$ cat src/rtl/frame_packet_reset_ctrl_if.sv
// frame_packet_reset_ctrl_if: stream/control bundle between the sync/receiver chain and the frame/packet reset controller
//   Providing_Stream, input_strobe  : stream framing from the synchroniser
//   frames_per_pak, timeout_cycles  : runtime packet length and stall limit
//   force_reset                     : request for an immediate reset pulse
//   s_RST_OUT                       : reset to the downstream chain
//   frame_done, pak_done, frame_cnt : frame/packet progress
//   timeout_flag                    : stall watchdog expiry pulse
interface frame_packet_reset_ctrl_if #(
   parameter int CNT_W     = 4,
   parameter int TIMEOUT_W = 16
);
   logic                 Providing_Stream;
   logic                 input_strobe;
   logic [CNT_W-1:0]     frames_per_pak;
   logic [TIMEOUT_W-1:0] timeout_cycles;
   logic                 force_reset;
   logic                 s_RST_OUT;
   logic                 frame_done;
   logic                 pak_done;
   logic [CNT_W-1:0]     frame_cnt;
   logic                 timeout_flag;
   modport master (
      output Providing_Stream, input_strobe, frames_per_pak, timeout_cycles, force_reset,
      input  s_RST_OUT, frame_done, pak_done, frame_cnt, timeout_flag
   );
   modport slave (
      input  Providing_Stream, input_strobe, frames_per_pak, timeout_cycles, force_reset,
      output s_RST_OUT, frame_done, pak_done, frame_cnt, timeout_flag
   );
endinterface

$ cat src/rtl/frame_packet_reset_ctrl.sv
// frame_packet_reset_ctrl: counts frames into packets and issues a multi-cycle downstream reset at packet end, stall timeout or on request
//   CLK : system clock, rising edge
//   RST : asynchronous active-high reset (also forces s_RST_OUT high)
//   bus : slave side of frame_packet_reset_ctrl_if (stream inputs, packet config, progress and reset outputs)
module frame_packet_reset_ctrl #(
   parameter int CNT_W       = 4,
   parameter int RST_PULSE_W = 2,
   parameter int PULSE_CNT_W = 3,
   parameter int TIMEOUT_W   = 16
) (
   input logic                     CLK,
   input logic                     RST,
   frame_packet_reset_ctrl_if.slave bus
);
   typedef enum logic [1:0] {IDLE, FRAME, RST_HOLD} state_t;
   localparam logic [PULSE_CNT_W-1:0] PULSE_LAST = PULSE_CNT_W'(RST_PULSE_W - 1);
   state_t                 state, state_n;
   logic [CNT_W-1:0]       cnt, cnt_n, eff_len;
   logic [CNT_W:0]         cnt_inc;
   logic [TIMEOUT_W-1:0]   wd, wd_n, wd_inc;
   logic [PULSE_CNT_W-1:0] pcnt, pcnt_n;
   logic                   hold, hold_n, fd, fd_n, pd, pd_n, to, to_n;
   logic                   pak_end, expire;
   assign eff_len = (bus.frames_per_pak == '0) ? CNT_W'(1) : bus.frames_per_pak;
   // one extra bit so a shortened packet length still compares correctly
   assign cnt_inc = {1'b0, cnt} + (CNT_W + 1)'(1);
   assign pak_end = cnt_inc >= {1'b0, eff_len};
   assign wd_inc  = wd + TIMEOUT_W'(1);
   assign expire  = (bus.timeout_cycles != '0) && (wd_inc >= bus.timeout_cycles);
   always_comb begin
      state_n = state;
      cnt_n   = cnt;
      wd_n    = '0;
      pcnt_n  = pcnt;
      hold_n  = hold;
      fd_n    = 1'b0;
      pd_n    = 1'b0;
      to_n    = 1'b0;
      if (bus.force_reset) begin
         state_n = RST_HOLD;
         cnt_n   = '0;
         pcnt_n  = '0;
         hold_n  = 1'b1;
      end else begin
         case (state)
            IDLE: state_n = (bus.input_strobe && bus.Providing_Stream) ? FRAME : IDLE;
            FRAME: begin
               if (!bus.Providing_Stream) begin
                  fd_n    = 1'b1;
                  pd_n    = pak_end;
                  cnt_n   = pak_end ? '0 : cnt_inc[CNT_W-1:0];
                  state_n = pak_end ? RST_HOLD : IDLE;
                  pcnt_n  = '0;
                  hold_n  = pak_end;
               end else if (!bus.input_strobe && expire) begin
                  to_n    = 1'b1;
                  cnt_n   = '0;
                  state_n = RST_HOLD;
                  pcnt_n  = '0;
                  hold_n  = 1'b1;
               end else begin
                  wd_n = bus.input_strobe ? '0 : wd_inc;
               end
            end
            RST_HOLD: begin
               // hold was raised on the entry edge, so the last count value drops it
               hold_n  = pcnt != PULSE_LAST;
               state_n = (pcnt == PULSE_LAST) ? IDLE : RST_HOLD;
               pcnt_n  = (pcnt == PULSE_LAST) ? '0 : pcnt + PULSE_CNT_W'(1);
            end
            default: begin
               state_n = IDLE;
               cnt_n   = '0;
               pcnt_n  = '0;
               hold_n  = 1'b0;
            end
         endcase
      end
   end
   always_ff @(posedge CLK or posedge RST) begin
      if (RST) begin
         state <= IDLE;
         cnt   <= '0;
         wd    <= '0;
         pcnt  <= '0;
         hold  <= 1'b0;
         fd    <= 1'b0;
         pd    <= 1'b0;
         to    <= 1'b0;
      end else begin
         state <= state_n;
         cnt   <= cnt_n;
         wd    <= wd_n;
         pcnt  <= pcnt_n;
         hold  <= hold_n;
         fd    <= fd_n;
         pd    <= pd_n;
         to    <= to_n;
      end
   end
   assign bus.s_RST_OUT    = hold | RST;
   assign bus.frame_done   = fd;
   assign bus.pak_done     = pd;
   assign bus.frame_cnt    = cnt;
   assign bus.timeout_flag = to;
endmodule

$ cat src/flat_wrapper.sv
// flat-port wrapper written by rule: the top's interface ports become plain ports
module frame_packet_reset_ctrl_flat 
#(
   parameter int CNT_W       = 4,
   parameter int RST_PULSE_W = 2,
   parameter int PULSE_CNT_W = 3,
   parameter int TIMEOUT_W   = 16
)
  (CLK, RST, bus_Providing_Stream, bus_input_strobe, bus_frames_per_pak, bus_timeout_cycles, bus_force_reset, bus_s_RST_OUT, bus_frame_done, bus_pak_done, bus_frame_cnt, bus_timeout_flag);
  frame_packet_reset_ctrl_if #(.CNT_W(CNT_W), .TIMEOUT_W(TIMEOUT_W)) bus_i ();
  input logic CLK;
  input logic RST;
  input wire logic [$bits(bus_i.Providing_Stream)-1:0] bus_Providing_Stream;
  input wire logic [$bits(bus_i.input_strobe)-1:0] bus_input_strobe;
  input wire logic [$bits(bus_i.frames_per_pak)-1:0] bus_frames_per_pak;
  input wire logic [$bits(bus_i.timeout_cycles)-1:0] bus_timeout_cycles;
  input wire logic [$bits(bus_i.force_reset)-1:0] bus_force_reset;
  output wire logic [$bits(bus_i.s_RST_OUT)-1:0] bus_s_RST_OUT;
  output wire logic [$bits(bus_i.frame_done)-1:0] bus_frame_done;
  output wire logic [$bits(bus_i.pak_done)-1:0] bus_pak_done;
  output wire logic [$bits(bus_i.frame_cnt)-1:0] bus_frame_cnt;
  output wire logic [$bits(bus_i.timeout_flag)-1:0] bus_timeout_flag;
  assign bus_i.Providing_Stream = bus_Providing_Stream;
  assign bus_i.input_strobe = bus_input_strobe;
  assign bus_i.frames_per_pak = bus_frames_per_pak;
  assign bus_i.timeout_cycles = bus_timeout_cycles;
  assign bus_i.force_reset = bus_force_reset;
  assign bus_s_RST_OUT = bus_i.s_RST_OUT;
  assign bus_frame_done = bus_i.frame_done;
  assign bus_pak_done = bus_i.pak_done;
  assign bus_frame_cnt = bus_i.frame_cnt;
  assign bus_timeout_flag = bus_i.timeout_flag;
  frame_packet_reset_ctrl #(.CNT_W(CNT_W), .RST_PULSE_W(RST_PULSE_W), .PULSE_CNT_W(PULSE_CNT_W), .TIMEOUT_W(TIMEOUT_W)) u_core (.CLK(CLK), .RST(RST), .bus(bus_i));
endmodule
$ cat config.mk
export PLATFORM = sky130hd
export DESIGN_NAME = frame_packet_reset_ctrl_flat
export DESIGN_NICKNAME = d
export VERILOG_FILES = /design/src/rtl/frame_packet_reset_ctrl_if.sv /design/src/rtl/frame_packet_reset_ctrl.sv /design/src/flat_wrapper.sv
export SDC_FILE = /design/constraint.sdc
export NUM_CORES = 1
export LEC_CHECK = 0
export ABC_AREA = 1
export CORE_UTILIZATION = 50
export DETAILED_ROUTE_END_ITERATION = 12
export MAX_ROUTING_LAYER = met4
export PLACE_DENSITY = 0.77
export SLEW_MARGIN = 20
export SYNTH_ARGS = -nofsm -noshare
export SYNTH_HDL_FRONTEND = slang
export SYNTH_SLANG_ARGS = --single-unit
export TNS_END_PERCENT = 100
$ cat constraint.sdc
create_clock -name CLK -period 4.34 [get_ports CLK]
set_input_delay 0.868 -clock CLK [delete_from_list [all_inputs] [get_ports CLK]]
set_output_delay 0.868 -clock CLK [all_outputs]
set_load 0.01 [all_outputs]
== Yosys cells after proc, flatten, opt, wreduce, memory -nomap -nowiden ==
Index checks and enable logic that the tools add are counted.
Word-level totals
  bits in registers: 29
  output and inout port bits: 8
  logic and storage cells: 68
Cells by class
  add/sub/neg operators: 3
  order comparisons: 2
  equal/unequal tests: 7
  muxes and demuxes: 37
  bitwise logic cells: 1
  reductions and logical operators: 10
Operators with widths (number)
  16-bit 2-to-1 mux: 5
  4-bit 2-to-1 mux: 5
  16-bit by 1-bit adder with 16-bit output, second input constant: 1
  16-bit greater-or-equal comparator: 1
  16-bit nonzero test: 1
  1-bit 2-to-1 mux: 14
  3-bit 2-to-1 mux: 4
  2-bit 2-to-1 mux: 5
  3-bit one-hot mux with 3 select lines: 1
  4-bit one-hot mux with 2 select lines: 1
  2-bit one-hot mux with 3 select lines: 1
  4-bit by 1-bit adder with 5-bit output, second input constant: 1
  5-bit by 4-bit greater-or-equal comparator with 1-bit output: 1
  4-bit logical NOT: 1
  4-bit by 3-bit inequality test with 1-bit output, second input constant: 1
  2-bit AND reduction: 2
  3-bit by 1-bit adder with 3-bit output, second input constant: 1
  3-bit by 1-bit == test with 1-bit output, second input constant: 1
  1-bit logical AND: 3
  3-bit by 1-bit inequality test with 1-bit output, second input constant: 1
  1-bit one-hot mux with 3 select lines: 1
  2-bit by 1-bit == test with 1-bit output, second input constant: 1
  2-bit == test, second input constant: 1
  2-bit logical NOT: 1
  5 further kinds: 5

== Depth between registers and ports, before layout ==
  word-level depth: 8
  mapped depth: 20
  depth with buffers taken out: 20

== Worst setup path after synthesis ==
OpenSTA, ideal clock, no wires.
  path kind: reg-to-reg
  from: register u_core.wd[0]
  to: register u_core.hold
  data arrival time: 2.283 ns
  path slack: 1.940 ns
  stages on the path, launching flop included: 19
  path buffers: 1
  clock period less this slack: 2.400 ns
  cells stage by stage: dfrtp_1 > and3_4 > nand3_4 > nor2_2 > nand2_2 > nor2_4 > nand2_1 > xor2_1 > inv_1 > ha_1 > a21oi_1 > o21ai_0 > nor2_1 > nand2_1 > nand2_2 > nand2_2 > buf_6 > nand3_1 > nand2_1
On the way
  cells in the longest elaborated chain, start to end: 6
Ends and longest elaborated chain
  start: declaration: RTL line frame_packet_reset_ctrl.sv:20  | logic [TIMEOUT_W-1:0] wd, wd_n, wd_inc;
  start signal: assignment: RTL line frame_packet_reset_ctrl.sv:93  | wd <= wd_n;
  16-bit by 1-bit adder with 16-bit output: RTL line frame_packet_reset_ctrl.sv:28  | assign wd_inc = wd + TIMEOUT_W'(1);
  16-bit greater-or-equal comparator: RTL line frame_packet_reset_ctrl.sv:29  | assign expire = (bus.timeout_cycles != '0) && (wd_inc >= bus.timeout_cycles);
  1-bit logical AND: RTL line frame_packet_reset_ctrl.sv:29
  1-bit logical AND: RTL line frame_packet_reset_ctrl.sv:55  | end else if (!bus.input_strobe && expire) begin
  4-bit by 3-bit inequality test with 1-bit output (no line)
  2-bit AND reduction (no line)
  end signal: assignment: RTL line frame_packet_reset_ctrl.sv:95  | hold <= hold_n;
  end: declaration: RTL line frame_packet_reset_ctrl.sv:22  | logic hold, hold_n, fd, fd_n, pd, pd_n, to, to_n;
No other way between the ends.
A chain may end at the register's enable or synchronous reset.

== Final worst setup path ==
  from: register u_core.wd[0]
  to: register u_core.wd[2]
On the way
  cells in the longest elaborated chain, start to end: 8
Ends and longest elaborated chain
  16-bit by 1-bit adder with 16-bit output (*): RTL line frame_packet_reset_ctrl.sv:28
  16-bit greater-or-equal comparator: RTL line frame_packet_reset_ctrl.sv:29
  1-bit logical AND: RTL line frame_packet_reset_ctrl.sv:29
  1-bit logical AND: RTL line frame_packet_reset_ctrl.sv:55
  16-bit 2-to-1 mux (*): RTL line frame_packet_reset_ctrl.sv:55
  16-bit 2-to-1 mux (*): RTL line frame_packet_reset_ctrl.sv:48  | if (!bus.Providing_Stream) begin
  16-bit 2-to-1 mux (*): RTL line frame_packet_reset_ctrl.sv:45  | case (state)
  16-bit 2-to-1 mux (*): RTL line frame_packet_reset_ctrl.sv:39  | if (bus.force_reset) begin
  named net u_core.wd_n[2]: RTL line frame_packet_reset_ctrl.sv:20
The timed path passes the listed nets; every way through them passes the cells marked *.

==> reports/qor.txt <==
Status: complete, no violations
Nets: 398
Chip Width: 69.7 µm
Crit-path slowest cell: dfrtp_1
CTS tree: yes
Max-slew headroom: 65.3%
Final Critical Period: 2.94 ns
Final WL: 4530 µm
CP peak stage delay: 0.43 ns
Pwr Total: 0.606 mW
Post-DP HPWL: 3580 µm
Core area: 4380 µm²
Post-Synthesis Cells: 309
Total negative slack: 0 ns
Routed len/inst: 11.4 µm
Initial antenna violation count: 0
Fin util: 62.7%
Gr ovfl total: 0
Critical path class: reg -> reg
N_diodes: 0
Areal power density over the cells: 221 nW/µm²
DRT iter0 DRCs: 114
Post-synthesis sequential area ratio: 31.7%
Crit Path Max Fanout: 15
Leakage: 1.48 nW
Initial DRT Pass Iterations: 4
Setup slack, reg-to-reg: 1.40 ns
MaxCap Viol Count: 0
Cell Chain, Critical Path: and3_4, nand3_4, nor2_2, nand2_2, nor2_4, nand2_1, xor2_1, inv_1, ha_1, a21oi_1, o21ai_0, nor2_1, nand2_1, nand2_2, nand3_2, nor2_1
Worst Max-Slew Pin Slew: 0.514 ns
# setup viols final: 0
FF+latch count, synth: 29
Die area: 4860 µm²
Number of port buffers: 32
H-Tree Level Count: 2
Number of setup buffers added after CTS: 0
HP Class: reg -> reg
GRT Total Usage: 21.4%
Fill cells: 401
Critical path endpoint category: flop
Post-Layout Cell Count: 399
Post-CTS sizing: 0
Highest metal used: met4
Root Driver: clkbuf_8
Via-per-instance ratio: 4.88
Pre-CTS setup slack: 1.42 ns
First-pass GRT wire length: 7910 µm
Met2 wire len: 2040 µm
Design Area, Final: 2750 µm²
Crit path launch type: flop
Avg Inst Size Synth: 7.42 µm²
Period utilization: 67.8%
Slew Viols, Final: 0
Layout area overhead: 19.9%
Vias in the first global route: 1,897
Arrival @ worst endpoint: 3.14 ns
Die height: 69.7 µm
Vias after detailed routing: 1,947
Ratio of cells with drive above 1 in the final layout: 9.51%
Hold Buf Count CTS: 0
Final hold vios: 0
Final worst slack: 1.40 ns
Synthesized area: 2290 µm²
Worst vdd ir: 0.148 mV
Met3 WL: 185 µm
Clk slew on worst S/H paths: 0.06 ns
# rows: 24
Initial Util: 52.3%
CTS buffer count: 5
RD Place Congestion: 0.887
Ports: 33
Total placed cells including tap cells: 392
Clock Skews: 0.00799 ns
Req. time, crit path: 4.54 ns
Syn Nets: 360
Clock latency on the worst-skew pair: 0.29 ns
Distinct cells, synth: 30
Largest net degree at the start of global routing: 30
CTS Sinks: 29
M1 WL: 2230 µm
Yosys Warn Count: 0
Placed Instance Area: 2660 µm²
Post-DRT Antenna Nets: 0
Clock tree buffer depth: 2
RSZ-0062 raised after global routing: false
Min Hold Slack: 0.470 ns
Fmax: 340 MHz
Drc violations: 0
-- worst paths after layout --
path                               from                      end  cells after the start
max in group asynchronous           RST      u_core.bus.pak_done                      3
hold reg to reg             u_core.hold              u_core.hold                      2
setup / recovery           u_core.wd[0]             u_core.wd[2]                     16
hold / removal              u_core.hold              u_core.hold                      2
min in group asynchronous           RST  u_core.bus.timeout_flag                      3
setup reg to reg           u_core.wd[0]             u_core.wd[2]                     16
-- Yosys cell counts --
master | count | share of area, %
nand2_1 | 70 | 11
a21oi_1 | 8 | 1.7
nor2_2 | 12 | 3.3
o21ai_0 | 4 | 0.87
inv_1 | 72 | 12
xor2_1 | 10 | 3.8
nand3_2 | 2 | 0.87
nand3_1 | 13 | 2.8
nand3_4 | 1 | 0.76
o21bai_1 | 2 | 0.65
nor2_4 | 1 | 0.49
ha_1 | 26 | 14
or2_1 | 1 | 0.27
o21ai_1 | 2 | 0.44
nor2_1 | 18 | 2.9
nor4_2 | 1 | 0.55
nor3_2 | 1 | 0.44
nor3_1 | 11 | 2.4
nor4_1 | 2 | 0.55
and2_1 | 1 | 0.27
nand4_1 | 10 | 2.7
xor2_2 | 2 | 1.4
a31o_2 | 1 | 0.38
dfrtp_1 | 29 | 32
buf_6 | 2 | 0.98
nand2_2 | 3 | 0.82
o21a_1 | 1 | 0.33
and3_4 | 1 | 0.49
or2_2 | 1 | 0.27
and3_1 | 1 | 0.27
-- report_power, final --
part	switching (mW)	internal (mW)
clock	0.101	0.126
combinational	0.0501	0.0449
sequential	0.00642	0.278
total	0.158	0.449
-- critical path, delay by kind of cell, from the launching register on --
family,cells,cell delay [ns]
AOI/OAI and AO/OA,2,0.26
buffers and inverters,1,0.07
DFF,1,0.43
xor gates and xnor gates,1,0.19
and+or+nand+nor,11,1.59
adders and majority gates,1,0.31
-- cell usage in the layout (no fill, tap or decap), drive strengths merged --
cell type and instances:
nand3 16, buf 1, xor2 12, nor2 31, nand4 10, o21a 1, ha 26, inv 72
and2 1, nand2 73, clkdlybuf4s50 32, a21oi 8, or2 2, dfrtp 29, and3 2, nor3 12
o21bai 2, o21ai 6, a31o 1, nor4 3, clkbuf 7
-- routing by layer --
layer / global-route usage, % / vias up
li1: - / 1032
met3: 5.38 / 6
met2: 31.9 / 33
met5: - / -
met4: 10.9 / 0
met1: 27.1 / 876
-- registers in the layout, summed over array words and instances, names as in the netlist --
signal                   flops
u_core.bus.timeout_flag      1
u_core.wd                   16
u_core.bus.frame_done        1
u_core.pcnt                  3
u_core.bus.pak_done          1
u_core.hold                  1
u_core.state                 2
u_core.bus.frame_cnt         4
-- area by class of cell --
class	count	area, µm²	share of cell area [%]
clock buffers	7	86.3	3.14
repair buffers	33	328	11.9
inverters	72	270	9.83
flip-flops and latches	29	726	26.4
multi-input cells	206	1270	46.3
well taps	52	65.1	2.37
-- cells by family after synthesis --
kind of cell             after synthesis  share of synthesized area (%)
flip-flops                            29                           31.7
AO/OA/AOI/OAI                         18                           4.42
XOR/XNOR                              12                           5.24
buffers and inverters                 74                           12.8
adder cells (fa/ha/maj)               26                           14.2
AND/OR/NAND/NOR                      150                           31.7
Note: power is estimated with default switching activity, not from simulation.
